<file path="src/rtl/clk_div_multi.sv">
// Multi-channel programmable clock divider: each channel yields a 50% square wave
// and a one-cycle tick every div+1 enabled cycles, with a runtime divisor write port.
module clk_div_multi #(
    parameter int CHANNELS    = 4,
    parameter int WIDTH       = 26,
    parameter int DEFAULT_DIV = 24_999_999,
    localparam int CH_W       = (CHANNELS > 1) ? $clog2(CHANNELS) : 1
) (
    input  logic                clk_i,
    input  logic                rst_i,
    input  logic [CHANNELS-1:0] en_i,
    input  logic                cfg_we_i,
    input  logic [CH_W-1:0]     cfg_ch_i,
    input  logic [WIDTH-1:0]    cfg_div_i,
    output logic [CHANNELS-1:0] out_o,
    output logic [CHANNELS-1:0] tick_o,
    output logic [WIDTH-1:0]    rd_div_o
);

    localparam logic [WIDTH-1:0] DEF_DIV = WIDTH'(DEFAULT_DIV);

    logic [WIDTH-1:0]    div_q [CHANNELS];
    logic [WIDTH-1:0]    div_d [CHANNELS];
    logic [WIDTH-1:0]    cnt_q [CHANNELS];
    logic [WIDTH-1:0]    cnt_d [CHANNELS];
    logic [CHANNELS-1:0] out_q, out_d;
    logic [CHANNELS-1:0] tick_q, tick_d;
    logic [WIDTH-1:0]    rd_div_q, rd_div_d;

    always_comb begin
        div_d    = div_q;
        cnt_d    = cnt_q;
        out_d    = out_q;
        tick_d   = '0;
        rd_div_d = '0;
        for (int i = 0; i < CHANNELS; i++) begin
            // A write zeroes the count, so cnt can never run past div.
            if (cfg_we_i && (cfg_ch_i == CH_W'(i))) begin
                div_d[i] = cfg_div_i;
                cnt_d[i] = '0;
            end else if (en_i[i]) begin
                if (cnt_q[i] == div_q[i]) begin
                    cnt_d[i]  = '0;
                    out_d[i]  = ~out_q[i];
                    tick_d[i] = 1'b1;
                end else begin
                    cnt_d[i] = cnt_q[i] + WIDTH'(1);
                end
            end
            // Out-of-range selects match no channel and read back as zero.
            if (cfg_ch_i == CH_W'(i)) begin
                rd_div_d = div_q[i];
            end
        end
    end

    always_ff @(posedge clk_i) begin
        if (rst_i) begin
            for (int i = 0; i < CHANNELS; i++) begin
                div_q[i] <= DEF_DIV;
                cnt_q[i] <= '0;
            end
            out_q    <= '0;
            tick_q   <= '0;
            rd_div_q <= '0;
        end else begin
            div_q    <= div_d;
            cnt_q    <= cnt_d;
            out_q    <= out_d;
            tick_q   <= tick_d;
            rd_div_q <= rd_div_d;
        end
    end

    assign out_o    = out_q;
    assign tick_o   = tick_q;
    assign rd_div_o = rd_div_q;

endmodule

</file>
<file path="config.mk">
export PLATFORM = sky130hd
export DESIGN_NAME = clk_div_multi
export DESIGN_NICKNAME = d
export VERILOG_FILES = /design/src/rtl/clk_div_multi.sv
export SDC_FILE = /design/constraint.sdc
export NUM_CORES = 1
export LEC_CHECK = 0
export ABC_AREA = 1
export BUFFER_PORTS_ARGS = -buffer_cell sky130_fd_sc_hd__buf_2
export CAP_MARGIN = 15
export CORE_UTILIZATION = 50
export DETAILED_ROUTE_END_ITERATION = 10
export PLACE_DENSITY = 0.79
export RECOVER_POWER = 50
export SYNTH_ARGS = -nofsm -noshare
export SYNTH_HDL_FRONTEND = slang
export SYNTH_SLANG_ARGS = --single-unit
</file>
<file path="constraint.sdc">
create_clock -name clk_i -period 2.1 [get_ports clk_i]
set_clock_uncertainty 0.05 [all_clocks]
set_input_delay 0.21 -clock clk_i [delete_from_list [all_inputs] [get_ports clk_i]]
set_output_delay 0.21 -clock clk_i [all_outputs]
set_load 0.005 [all_outputs]
</file>
==> results by group <==
Status
  – Status: finished, final reports clean

Timing
  – Fin crit period: 1.97 ns
  – Fin. Hold Viols: 0
  – Max transition margin: 40.2%
  – RSZ-0062 raised after global routing: false
  – Final setup TNS: 0 ns
  – Final setup viols: 0
  – Worst-Margin Slew: 0.896 ns
  – Fin crit share: 93.9%
  – Final Max Tran Viols: 0
  – Max Freq: 507 MHz

Floorplanning
  – Ports: 69
  – Die W: 158 µm
  – Core Region: 23600 µm²
  – Starting density of the core: 51.3%
  – Die Footprint: 24900 µm²
  – Die Ht: 158 µm
  – Std-Cell Rows: 56

GRT
  – Overall Global Routing Usage: 30.2%
  – Number of global-route vias before repair: 10800
  – Initial antenna violation count: 0
  – Gr ovfl total: 0
  – Largest net degree at the start of global routing: 34
  – Global-route wire length before repair: 58000 µm

Synth
  – Syn_nets: 1794
  – Mapped cell area: 12100 µm²
  – Cells after Synth: 1751
  – Seq cells post-synth: 242
  – Synth warn: 0
  – Mapped Avg Cell Area: 6.92 µm²
  – Count of unique library cells instantiated by Yosys: 40
  – Seq/Total Area, Yosys: 40.0%

CTS
  – H-tree depth: 1
  – Worst-Skew Late Latency: 0.54 ns
  – Reg clk slew, reported paths: 0.06 ns
  – Clock tree from TritonCTS: yes
  – Post-CTS Setup Bufs: 0
  – Clock tree root driver cell: clkbuf_16
  – TritonCTS buffer count: 27
  – Maximum clock path buffer count: 3
  – Clock sinks: 242

Finish
  – Fill cell count: 2169
  – Final instance area: 13900 µm²
  – Commonest non-fill, non-tap cell in the layout: nand2_1
  – Register area: 4840 µm²
  – Commonest non-fill, non-tap cells in the layout: 479 x nand2_1, 242 x dfxtp_1, 222 x nor2_1, 217 x inv_1, 91 x nand3_1
  – Area Growth Syn to Fin: 14.5%
  – Nets@finish: 1890
  – Multi-input combinational cell area: 6080 µm²
  – Layout cell share with drive strength beyond 1: 8.58%

Critical path
  – Crit path from: cfg_ch_i[0]
  – CP Max Fanout: 14
  – Setup CP Type: primary input to flop
  – Worst Path Required: 2.45 ns
  – Crit start category: primary input
  – Flop2flop setup slack: 0.22 ns
  – Reg2reg end: cnt_q[25]
  – Worst path arrival time: 2.33 ns
  – Critical R2R Launch: cnt_q[18]
  – CP endpoint: rd_div_o[17]
  – Setup crit end kind: flop
  – Length in cells of the worst reg-to-reg path: 12

Route
  – Vias per cell: 5.35
  – DRT Pass-1 Iters: 5
  – Antenna-violating nets left: 0
  – WL/cell: 16.9 µm
  – First-iteration detailed-routing DRC count: 1242
  – Via count: 11700
  – DRC viols: 0
  – Final WL: 37000 µm

Place
  – Final GP Congestion: 0.971
  – Final HPWL DP: 27900 µm
  – Buffers on Ports: 68
  – Area post-placement: 12800 µm²

Power
  – PwrDens: 763 nW/µm²
  – Peak supply drop: 0.716 mV
  – Lkg Pwr: 6.05 nW

Run
  – MaxCap Viol Count: 0

Min path
  – Hold Crit Class: primary input to flop
-- worst max-delay path: stages --
cell and delay [ns]:
buf_2 0.17, clkbuf_1 0.43, nand2_1 0.49, clkbuf_1 0.46
o221ai_1 0.47, inv_1 0.08
-- logic make-up after synthesis --
family,share of synthesized area [%]
simple gates,30.9
buf+inv,9.78
flops,40.0
compound gates,9.57
xor+xnor,8.75
fa+ha+maj,0.826
mux,0.165
-- Yosys cell counts (all sizes together) --
master	n	area [µm²]
o221ai	8	70.1
o211ai	24	180
inv	227	857
nor2	235	937
xnor2	48	420
a21oi	63	315
o21bai	3	22.5
buf	35	236
ha	8	100
nand3b	3	22.5
xor2	73	639
mux2i	2	20.0
o22ai	19	119
nand2	486	1840
nor3b	2	20.0
nor3	32	188
o2111ai	4	35.0
clkbuf	24	91.3
nor4	4	25.0
nand4	31	194
o21ai	81	417
or2	1	6.26
nand3	96	508
dfxtp	242	4840
-- sequential cells by signal, summed over array words and instances (netlist names) --
register,flops
cnt_q,104
div_q,104
rd_div_o,26
out_o,4
tick_o,4
-- how the worst min path moves through the flow --
stage                        from   endpoint  slack, ns  cells past startpoint
floorplan                   rst_i  div_q[21]       0.26                      2
global placement         div_q[7]   div_q[7]       0.43                      2
detailed placement      div_q[15]  div_q[15]       0.43                      2
CTS                  cfg_div_i[6]   div_q[6]      0.001                      3
global route        cfg_div_i[13]  div_q[39]       0.01                      3
finish               cfg_div_i[0]  div_q[26]       0.02                      3
-- routing by layer --
metal | vias up | global-route usage [%] | wire length (µm)
li1 | 5711 | - | -
met1 | 5312 | 40.7 | 15700
met2 | 538 | 46.8 | 15900
met3 | 129 | 5.50 | 3460
met4 | 0 | 13.5 | 1980
met5 | - | 0 | 0
-- per-stage QoR --
step / hold slack (ns) / power, mW / cells / worst slack [ns] / util [%]
final: 0.0184 / 10.6 / 2185 / 0.127 / 58.7
after global routing: 0.0124 / 10.9 / 2184 / 0.0342 / 58.7
after CTS: 0.00149 / 10.6 / 2184 / 0.179 / 59.0
after detailed placement: 0.432 / 5.85 / 2117 / 0.204 / 54.4
after global placement: 0.431 / 5.83 / 2117 / 0.211 / 54.4
after floorplan: 0.260 / 5.48 / 1751 / 0.575 / -
-- power by group --
group          internal [mW]  total (mW)  leakage [nW]  switching (mW)
logic                  0.316       0.922          3.63           0.606
clock network           2.89        4.78         0.442            1.90
registers               4.75        4.88          1.97           0.135
total                   7.95        10.6          6.05            2.64
-- final cells by class --
class / instances / area share, %
Clock buffer: 38 / 5.53
Timing Repair Buffer: 126 / 5.78
Antenna cell: 1 / 0.0180
Sequential cell: 242 / 34.9
Tap cell: 319 / 2.88
Multi-Input combinational cell: 1223 / 43.8
Clock inverter: 9 / 0.866
Inverter: 227 / 6.19
-- what timing repair did --
action | in CTS | in global routing
endpoints found under the hold margin | 59 | 0
gates resized for setup | 0 | 3
hold buffers | 20 | 0
setup endpoints to repair | 0 | 26
Power figures use the tool's default switching activity.
